`config.mk`:
```
export PLATFORM = sky130hd
export DESIGN_NAME = mmio_axil_master
export DESIGN_NICKNAME = d
export VERILOG_FILES = /design/src/rtl/mmio_axil_master.sv
export SDC_FILE = /design/constraint.sdc
export NUM_CORES = 1
export LEC_CHECK = 0
export BUFFER_PORTS_ARGS = -buffer_cell sky130_fd_sc_hd__buf_2
export CORE_AREA = 4 4 77 133
export CTS_CLUSTER_DIAMETER = 60
export DETAILED_ROUTE_END_ITERATION = 10
export DIE_AREA = 0 0 81 137
export PLACE_DENSITY = 0.87
export SLEW_MARGIN = 20
export SYNTH_ARGS = -nofsm -noshare
export SYNTH_HDL_FRONTEND = slang
export SYNTH_SLANG_ARGS = --single-unit
```
`constraint.sdc`:
```
create_clock -name clk -period 2.3 [get_ports clk]
set_clock_uncertainty 0.15 [all_clocks]
set_input_delay 0.345 -clock clk [delete_from_list [all_inputs] [get_ports clk]]
set_output_delay 0.345 -clock clk [all_outputs]
set_load 0.05 [all_outputs]
```
`src/rtl/mmio_axil_master.sv`:
```
// ============================================================================
// mmio_axil_master
// ----------------------------------------------------------------------------
// AXI4-Lite initiator. It issues one single-beat read or write at a time into
// the memory-mapped register file on behalf of on-chip sequencers. A caller
// presents a register ID (and write data) on the command port. The block maps
// the ID to BASE_ADDR + 4*ID, runs the AXI-Lite handshakes, and returns read
// data and the response code on the response port.
//
// Optional feature macro: MMIO_TIMEOUT_EN
//   defined   -> a watchdog aborts a transaction after TIMEOUT_CYCLES busy
//                cycles and reports DECERR (2'b11) with o_rsp_timeout = 1.
//   undefined -> no watchdog, o_rsp_timeout is always 0, and the block waits
//                indefinitely. TIMEOUT_CYCLES exists only in this build.
//
// Ports
//   clk, rst_n                      clock, asynchronous active-low reset
//   i_cmd_valid / o_cmd_ready       command handshake
//   i_cmd_we, i_cmd_id, i_cmd_wdata write enable, register ID, write data
//   o_rsp_valid / i_rsp_ready       response handshake
//   o_rsp_rdata, o_rsp_resp         read data (0 for writes), AXI resp code
//   o_rsp_timeout                   transaction aborted by the watchdog
//   o_m_aw*, o_m_w*, i_m_b*         AXI-Lite write address/data/response
//   o_m_ar*, i_m_r*                 AXI-Lite read address/data
// ============================================================================
module mmio_axil_master #(
    parameter logic [31:0] BASE_ADDR      = 32'h9000_0000,
    parameter int          MEM_SIZE       = 256,
`ifdef MMIO_TIMEOUT_EN
    parameter int          TIMEOUT_CYCLES = 1023,
`endif
    localparam int         IDW            = (MEM_SIZE > 1) ? $clog2(MEM_SIZE) : 1
) (
    input  logic           clk,
    input  logic           rst_n,
    // command port
    input  logic           i_cmd_valid,
    output logic           o_cmd_ready,
    input  logic           i_cmd_we,
    input  logic [IDW-1:0] i_cmd_id,
    input  logic [31:0]    i_cmd_wdata,
    // response port
    output logic           o_rsp_valid,
    input  logic           i_rsp_ready,
    output logic [31:0]    o_rsp_rdata,
    output logic [1:0]     o_rsp_resp,
    output logic           o_rsp_timeout,
    // AW channel
    output logic [31:0]    o_m_awaddr,
    output logic           o_m_awvalid,
    input  logic           i_m_awready,
    // W channel
    output logic [31:0]    o_m_wdata,
    output logic [3:0]     o_m_wstrb,
    output logic           o_m_wvalid,
    input  logic           i_m_wready,
    // B channel
    input  logic [1:0]     i_m_bresp,
    input  logic           i_m_bvalid,
    output logic           o_m_bready,
    // AR channel
    output logic [31:0]    o_m_araddr,
    output logic           o_m_arvalid,
    input  logic           i_m_arready,
    // R channel
    input  logic [31:0]    i_m_rdata,
    input  logic [1:0]     i_m_rresp,
    input  logic           i_m_rvalid,
    output logic           o_m_rready
);

    typedef enum logic [2:0] {
        IDLE    = 3'd0,
        WR      = 3'd1,
        WR_RESP = 3'd2,
        RD_ADDR = 3'd3,
        RD_DATA = 3'd4,
        RSP     = 3'd5
    } state_t;

    state_t      r_state;
    state_t      w_state_nxt;

    // r_alive is 0 only while in reset and for the cycle before the first
    // edge after release; it keeps cmd_ready and the B/R ready lines low then.
    logic        r_alive;
    logic        r_awvalid, r_wvalid, r_arvalid;
    logic [31:0] r_addr;
    logic [31:0] r_wdata;
    logic [3:0]  r_wstrb;
    logic        r_rsp_valid;
    logic [31:0] r_rsp_rdata;
    logic [1:0]  r_rsp_resp;
    logic        r_rsp_timeout;

    logic        w_awvalid_nxt, w_wvalid_nxt, w_arvalid_nxt;
    logic [31:0] w_addr_nxt;
    logic [31:0] w_wdata_nxt;
    logic        w_rsp_valid_nxt;
    logic [31:0] w_rsp_rdata_nxt;
    logic [1:0]  w_rsp_resp_nxt;
    logic        w_rsp_timeout_nxt;

    logic        w_cmd_hs;
    logic [31:0] w_cmd_addr;
    logic        w_aw_done, w_w_done;
    logic        w_tmo_hit;
    logic        w_do_abort;

    assign w_cmd_hs   = i_cmd_valid & o_cmd_ready;
    // 32-bit unsigned add: an address past 2^32 wraps around.
    assign w_cmd_addr = BASE_ADDR + (32'(i_cmd_id) << 2);
    // A write channel is done once its valid has dropped or it handshakes now.
    assign w_aw_done  = ~r_awvalid | i_m_awready;
    assign w_w_done   = ~r_wvalid  | i_m_wready;

`ifdef MMIO_TIMEOUT_EN
    localparam int            CW       = (TIMEOUT_CYCLES > 1) ? $clog2(TIMEOUT_CYCLES + 1) : 1;
    localparam logic [CW-1:0] TMO_LAST = CW'(TIMEOUT_CYCLES - 1);

    logic [CW-1:0] r_cnt;
    logic          w_busy;

    assign w_busy    = (r_state == WR) | (r_state == WR_RESP) |
                       (r_state == RD_ADDR) | (r_state == RD_DATA);
    // r_cnt holds (busy cycles so far - 1), so equality with TMO_LAST marks
    // the TIMEOUT_CYCLES-th busy cycle.
    assign w_tmo_hit = w_busy & (r_cnt == TMO_LAST);

    // Watchdog counter: zero outside a bus transaction, +1 per busy cycle.
    always_ff @(posedge clk or negedge rst_n) begin
        if (!rst_n) begin
            r_cnt <= {CW{1'b0}};
        end else if (w_busy) begin
            r_cnt <= r_cnt + CW'(1);
        end else begin
            r_cnt <= {CW{1'b0}};
        end
    end
`else
    assign w_tmo_hit = 1'b0;
`endif

    // Next-state and next-output decode; completing handshakes take priority
    // over a watchdog abort in the same cycle.
    always_comb begin
        w_state_nxt       = r_state;
        w_awvalid_nxt     = r_awvalid;
        w_wvalid_nxt      = r_wvalid;
        w_arvalid_nxt     = r_arvalid;
        w_addr_nxt        = r_addr;
        w_wdata_nxt       = r_wdata;
        w_rsp_valid_nxt   = r_rsp_valid;
        w_rsp_rdata_nxt   = r_rsp_rdata;
        w_rsp_resp_nxt    = r_rsp_resp;
        w_rsp_timeout_nxt = r_rsp_timeout;
        w_do_abort        = 1'b0;

        case (r_state)
            IDLE: begin
                if (w_cmd_hs) begin
                    w_addr_nxt  = w_cmd_addr;
                    w_wdata_nxt = i_cmd_wdata;
                    if (i_cmd_we) begin
                        w_state_nxt   = WR;
                        w_awvalid_nxt = 1'b1;
                        w_wvalid_nxt  = 1'b1;
                    end else begin
                        w_state_nxt   = RD_ADDR;
                        w_arvalid_nxt = 1'b1;
                    end
                end else begin
                    w_state_nxt = IDLE;
                end
            end

            WR: begin
                if (r_awvalid & i_m_awready) begin
                    w_awvalid_nxt = 1'b0;
                end else begin
                    w_awvalid_nxt = r_awvalid;
                end
                if (r_wvalid & i_m_wready) begin
                    w_wvalid_nxt = 1'b0;
                end else begin
                    w_wvalid_nxt = r_wvalid;
                end
                if (w_aw_done & w_w_done) begin
                    w_state_nxt = WR_RESP;
                end else if (w_tmo_hit) begin
                    w_do_abort = 1'b1;
                end else begin
                    w_state_nxt = WR;
                end
            end

            WR_RESP: begin
                if (i_m_bvalid) begin
                    w_state_nxt       = RSP;
                    w_rsp_valid_nxt   = 1'b1;
                    w_rsp_rdata_nxt   = 32'h0000_0000;
                    w_rsp_resp_nxt    = i_m_bresp;
                    w_rsp_timeout_nxt = 1'b0;
                end else if (w_tmo_hit) begin
                    w_do_abort = 1'b1;
                end else begin
                    w_state_nxt = WR_RESP;
                end
            end

            RD_ADDR: begin
                if (i_m_arready) begin
                    w_state_nxt   = RD_DATA;
                    w_arvalid_nxt = 1'b0;
                end else if (w_tmo_hit) begin
                    w_do_abort = 1'b1;
                end else begin
                    w_state_nxt = RD_ADDR;
                end
            end

            RD_DATA: begin
                if (i_m_rvalid) begin
                    w_state_nxt       = RSP;
                    w_rsp_valid_nxt   = 1'b1;
                    w_rsp_rdata_nxt   = i_m_rdata;
                    w_rsp_resp_nxt    = i_m_rresp;
                    w_rsp_timeout_nxt = 1'b0;
                end else if (w_tmo_hit) begin
                    w_do_abort = 1'b1;
                end else begin
                    w_state_nxt = RD_DATA;
                end
            end

            RSP: begin
                if (i_rsp_ready) begin
                    w_state_nxt     = IDLE;
                    w_rsp_valid_nxt = 1'b0;
                end else begin
                    w_state_nxt = RSP;
                end
            end

            default: begin
                w_state_nxt     = IDLE;
                w_awvalid_nxt   = 1'b0;
                w_wvalid_nxt    = 1'b0;
                w_arvalid_nxt   = 1'b0;
                w_rsp_valid_nxt = 1'b0;
            end
        endcase

        // Watchdog abort: withdraw every request and report DECERR.
        if (w_do_abort) begin
            w_state_nxt       = RSP;
            w_awvalid_nxt     = 1'b0;
            w_wvalid_nxt      = 1'b0;
            w_arvalid_nxt     = 1'b0;
            w_rsp_valid_nxt   = 1'b1;
            w_rsp_rdata_nxt   = 32'h0000_0000;
            w_rsp_resp_nxt    = 2'b11;
            w_rsp_timeout_nxt = 1'b1;
        end else begin
            w_state_nxt = w_state_nxt;
        end
    end

    // FSM state register.
    always_ff @(posedge clk or negedge rst_n) begin
        if (!rst_n) begin
            r_state <= IDLE;
        end else begin
            r_state <= w_state_nxt;
        end
    end

    // Registered outputs and latched command; all forced to 0 by reset.
    always_ff @(posedge clk or negedge rst_n) begin
        if (!rst_n) begin
            r_alive       <= 1'b0;
            r_awvalid     <= 1'b0;
            r_wvalid      <= 1'b0;
            r_arvalid     <= 1'b0;
            r_addr        <= 32'h0000_0000;
            r_wdata       <= 32'h0000_0000;
            r_wstrb       <= 4'h0;
            r_rsp_valid   <= 1'b0;
            r_rsp_rdata   <= 32'h0000_0000;
            r_rsp_resp    <= 2'b00;
            r_rsp_timeout <= 1'b0;
        end else begin
            r_alive       <= 1'b1;
            r_awvalid     <= w_awvalid_nxt;
            r_wvalid      <= w_wvalid_nxt;
            r_arvalid     <= w_arvalid_nxt;
            r_addr        <= w_addr_nxt;
            r_wdata       <= w_wdata_nxt;
            r_wstrb       <= 4'hF;
            r_rsp_valid   <= w_rsp_valid_nxt;
            r_rsp_rdata   <= w_rsp_rdata_nxt;
            r_rsp_resp    <= w_rsp_resp_nxt;
            r_rsp_timeout <= w_rsp_timeout_nxt;
        end
    end

    assign o_cmd_ready   = r_alive & (r_state == IDLE);
    // B/R are always accepted so that stale beats from aborted transactions
    // drain; only WR_RESP/RD_DATA actually use them.
    assign o_m_bready    = r_alive;
    assign o_m_rready    = r_alive;
    assign o_m_awaddr    = r_addr;
    assign o_m_araddr    = r_addr;
    assign o_m_awvalid   = r_awvalid;
    assign o_m_wvalid    = r_wvalid;
    assign o_m_arvalid   = r_arvalid;
    assign o_m_wdata     = r_wdata;
    assign o_m_wstrb     = r_wstrb;
    assign o_rsp_valid   = r_rsp_valid;
    assign o_rsp_rdata   = r_rsp_rdata;
    assign o_rsp_resp    = r_rsp_resp;
    assign o_rsp_timeout = r_rsp_timeout;

endmodule

```
# After elaboration in Yosys (flattened, before gate mapping)
# Index checks and enable logic that the tools add are counted.
# W data, S select, Z words.
dict set report word_totals {
  register_bits 108
  latchBits 0
  ramBits 0
  rom_bits 0
  inputBits 86
  output_inout_bits 142
  wordCells 81
  memories 0
}
dict set report op_classes {
  add_sub_neg 1
  n_mul 0
  n_div 0
  magnitude_cmp 0
  eq_ne 14
  shifts 0
  muxes 31
  bitwise_logic 12
  reduce_logical 11
}
# op count
set ops {}
lappend ops {{$mux W32} 2}
lappend ops {{$pmux W32 S2} 1}
lappend ops {{$add A32 B10 Y32 const A} 1}
lappend ops {{$ne A2 B2 Y1 const B} 9}
lappend ops {{$pmux W3 S6} 1}
lappend ops {{$reduce_and A4 Y1} 4}
lappend ops {{$mux W1} 13}
lappend ops {{$mux W3} 4}
lappend ops {{$pmux W1 S3} 3}
lappend ops {{$mux W2} 4}
lappend ops {{$reduce_or A4 Y1} 2}
lappend ops {{$eq A3 B2 Y1 const B} 2}
lappend ops {{$eq A3 B3 Y1 const B} 2}
lappend ops {{$and A1 B1 Y1} 5}
lappend ops {{$not A1 Y1} 5}
lappend ops {{$pmux W1 S4} 1}
lappend ops {{$pmux W2 S2} 1}
lappend ops {{$eq A3 B1 Y1 const B} 1}
lappend ops {{$logic_not A3 Y1} 1}
lappend ops {{$reduce_and A3 Y1} 1}
lappend ops {{$reduce_or A3 Y1} 1}
lappend ops {{$or A1 B1 Y1} 2}
lappend ops {{$pmux W1 S2} 1}
lappend ops {{$reduce_and A2 Y1} 1}
lappend ops {{$reduce_bool A2 Y1} 1}

# Depth between registers and ports, before layout
dict set report logic_depth {
  word_depth 5
  ltp_mapped 4
  depth_no_buf 3
}

# Worst setup path after synthesis
# No wires, ideal clock.
dict set report synth_path {
  path_kind {reg-to-reg}
  start {register, netlist name o_m_wstrb[0]}
  end {register r_addr[2], in the netlist o_m_araddr[2]}
  setup_time_ns 0.128
  arrival_ns 2.145
  required_time_ns 2.022
  path_slack_ns -0.123
  path_stages_with_launch 5
  path_buffers 1
  synth_period_minus_slack_ns 2.423
  cell_sequence {dfrtp_1 -> nor4b_4 -> nand2_4 -> buf_6 -> mux2_1}
}
# item line
set synth_rtl {}
lappend synth_rtl {{to (signal assigned)} 297} ;# r_addr <= w_addr_nxt;
lappend synth_rtl {{to (decl)} 88} ;# logic [31:0] r_addr;

# Final worst setup path
dict set report layout_path {
  start {register r_state[2]}
  end {output port o_cmd_ready}
}
dict set report layout_via {
  elab_chain_len 2
}
# item line
set layout_lines {}
lappend layout_lines {{from (decl)} 81} ;# state_t r_state;
lappend layout_lines {{from (signal assigned)} 274} ;# r_state <= w_state_nxt;
lappend layout_lines {{$logic_not A3 Y1} 307} ;# assign o_cmd_ready = r_alive & (r_state == IDLE);
lappend layout_lines {{$and A1 B1 Y1} 307}
lappend layout_lines {{to (decl)} 38} ;# output logic o_cmd_ready,
# No other way between the ends.

==> results.ini <==
[status]
result_of_the_run = finished clean

[clock_tree]
numClockSinks = 83
cts_tree = done
ctsHtreeMaxLevel = 3
clock_path_buffers = 2
number_of_cts_inserted_buffers = 9
clock-root-buffer = sky130_fd_sc_hd__clkbuf_16
clk_pin_slew_worst_setup_hold_paths_ns = 0.07
insertion_delay_ns = 0.33
post_cts_resized = 0

[synth]
ys_warn_count = 0
netlist_area_sq_mm = 0.00399
synthXorXnorAreaFrac_pct = 0
post_synth_and_or_nand_nor_area_fraction_pct = 7.28
synth_cell_type_count = 29
synth-seq-area-share_pct = 52.1
combinational_family_with_the_most_area_after_synthesis = multiplexers
yosys_register_bits = 83
post_synth_fa_ha_maj_area_fraction_pct = 0
yosysTopAreaCell = sky130_fd_sc_hd__dfrtp_1
synth_top_area_share_pct = 52.1
netlist_top_cells_area = sky130_fd_sc_hd__dfrtp_1 52%, sky130_fd_sc_hd__buf_4 12%, sky130_fd_sc_hd__mux2_1 10%, sky130_fd_sc_hd__mux2i_1 8.3%, sky130_fd_sc_hd__nand2_1 3.5%
share_of_cell_area_taken_by_muxes_after_synthesis_pct = 20.7
synth_cells = 340
synth_compound_gate_area_share_pct = 2.45
synthesis.area_per_instance_sq_um = 11.7

[floorplanning]
chipWidth_um = 81
rows = 46
die_height_um = 137
floorplan.core_area_sq_mm = 0.00909
die_area_sq_mm = 0.0111
pin_count = 228
initial_utilization_pct = 43.8

[hold_path]
hold_path_depth = 2
hold_start = i_cmd_wdata[8]
hp-class = in2reg
worst_hold_path.endpoint = o_m_wdata[8]

[sta]
final.setup.tns_ns = 0
worstMarginPinSlew_ns = 0.546
post-route-min-period_ns = 2.14
report.final.setup_viol = 0
grt_setup_unrepaired = no
hold_viol = 0
worst_slew_margin_rel_pct = 63.6
setup_slack_ns = 0.164
clock.fmax_mhz = 468
slew_violations = 0
period_share_pct = 92.9

[detailed_routing]
detailedRoute.firstPassIterationCount = 4
route.antenna.remaining_nets = 0
dr_vias = 2880
post_detailed_route_via_to_cell_ratio = 4.54
initialDrtViolationCount = 69
avgRoutedWirePerCell_um = 14.3
route.final.wire_length_um = 9070
drcViolationCount = 0

[placement]
dpl_worst_slack_ns = 0.226
placement.io_buffers = 182
final_replace_weighted_congestion = 0.753
dp_hpwl_um = 7250

[setup_path]
critical_path_required_ns = 1.80
worst_setup_path_start_kind = flip-flop
r2r-start = r_state[2]
r2r_end = o_m_araddr[2]
crit_path_max_fanout = 14
r2r.worst_path.cells = 3
worst_setup_path_end_kind = output pin
cp.arrival_ns = 1.64
worstSetupPathType = reg2out
r2r_setup_slack_ns = 0.21

[global_route]
combined_global_route_utilization_of_all_metal_layers_pct = 16.6
grt_antenna_before_repair = 0
grt_start_max_net_pins = 45
first_global_vias = 3076
grt_first_pass_wirelength_um = 14200
globalRoute.totalOverflow = 0

[layout]
finalCoreUtilization_pct = 56.1
nNetsFinal = 596
num_antenna_cells = 0
drive_gt1_share_pct = 42.1
layout.cells.most_common_list = 181 x sky130_fd_sc_hd__buf_2, 82 x sky130_fd_sc_hd__dfrtp_1, 46 x sky130_fd_sc_hd__conb_1
area_growth_from_synthesis_to_layout_pct = 28.1
layout_commonest_cell = sky130_fd_sc_hd__buf_2

[run]
max_cap_viol_count = 0

sequential cells by signal (all words and copies together), names as in the netlist:
name         cells
o_m_wdata       32
o_rsp_rdata     32
o_m_araddr       9
r_state          3
o_rsp_resp       2
o_m_arvalid      1
o_m_awvalid      1
o_m_wstrb        1
o_m_wvalid       1
o_rsp_valid      1
synthesized netlist by cell type:
master	n
sky130_fd_sc_hd__nor4bb_1	1
sky130_fd_sc_hd__buf_4	64
sky130_fd_sc_hd__nor4b_4	1
sky130_fd_sc_hd__nor3b_2	2
sky130_fd_sc_hd__a21oi_2	1
sky130_fd_sc_hd__nand2_1	37
sky130_fd_sc_hd__a21oi_1	5
sky130_fd_sc_hd__nor2b_1	3
sky130_fd_sc_hd__buf_2	4
sky130_fd_sc_hd__o22a_1	1
sky130_fd_sc_hd__a222oi_1	2
sky130_fd_sc_hd__a31oi_1	2
sky130_fd_sc_hd__mux2_1	37
sky130_fd_sc_hd__nand4b_1	1
sky130_fd_sc_hd__buf_6	4
sky130_fd_sc_hd__inv_1	36
sky130_fd_sc_hd__clkbuf_1	2
sky130_fd_sc_hd__nand2b_1	1
sky130_fd_sc_hd__or3b_1	1
sky130_fd_sc_hd__dfrtp_1	83
sky130_fd_sc_hd__nand3_1	1
sky130_fd_sc_hd__mux2i_1	33
sky130_fd_sc_hd__mux2_2	7
sky130_fd_sc_hd__nand4bb_1	1
sky130_fd_sc_hd__o21ai_0	3
sky130_fd_sc_hd__nand2_4	1
sky130_fd_sc_hd__o211ai_1	1
sky130_fd_sc_hd__nand3b_1	3
sky130_fd_sc_hd__conb_1	2
routing by layer:
metal	wire [um]	global-route usage [%]
met5	0	0
met3	786	4.74
met4	160	6.77
met1	3030	15.6
met2	5090	32.1
cell type report:
| cell class | count | area (sq um) |
|---|---|---|
| well taps | 120 | 150 |
| repair buffers | 189 | 993 |
| fillers | 796 | 3990 |
| flip-flops and latches | 83 | 2080 |
| clock inverters | 7 | 123 |
| clock buffers | 9 | 225 |
| multi-input cells | 191 | 1400 |
| inverters | 36 | 135 |
stage by stage:
stage	cell area, sq um	std cells	hold slack [ns]
floorplan	4150	384	-0.101
global placement	4750	618	0.206
detailed placement	4750	618	0.217
CTS	5100	635	0.0529
global route	5100	635	0.0609
finish	5100	635	0.0676
timing repair:
item	in CTS	in global routing
hold endpoints to repair	39	0
hold buffers	1	0
buffers inserted	0	0
worst max path at each step:
stage                 startpoint  slack, ns             to  cells past startpoint
global placement      r_state[2]       0.37  o_m_araddr[5]                      3
global route          r_state[2]       0.07    o_cmd_ready                      2
floorplan           o_m_wstrb[0]       0.07  o_m_araddr[2]                      4
detailed placement    r_state[2]       0.23  o_m_wdata[10]                      3
CTS                   r_state[2]       0.14    o_cmd_ready                      2
finish                r_state[2]       0.16    o_cmd_ready                      2
critical path: stages, from the launching register on:
cell and delay [ns]:
sky130_fd_sc_hd__dfrtp_1 0.55, sky130_fd_sc_hd__nor4b_4 0.42, sky130_fd_sc_hd__buf_2 0.34
logic make-up after synthesis:
family,after synthesis
buffers and inverters,110
DFF,83
muxes,77
and+or+nand+nor,53
AOI/OAI and AO/OA,15
other,2
Power is left out: the tool's default activity adds up to more than one toggle a clock period on the data nets, which glitch-free logic cannot reach.
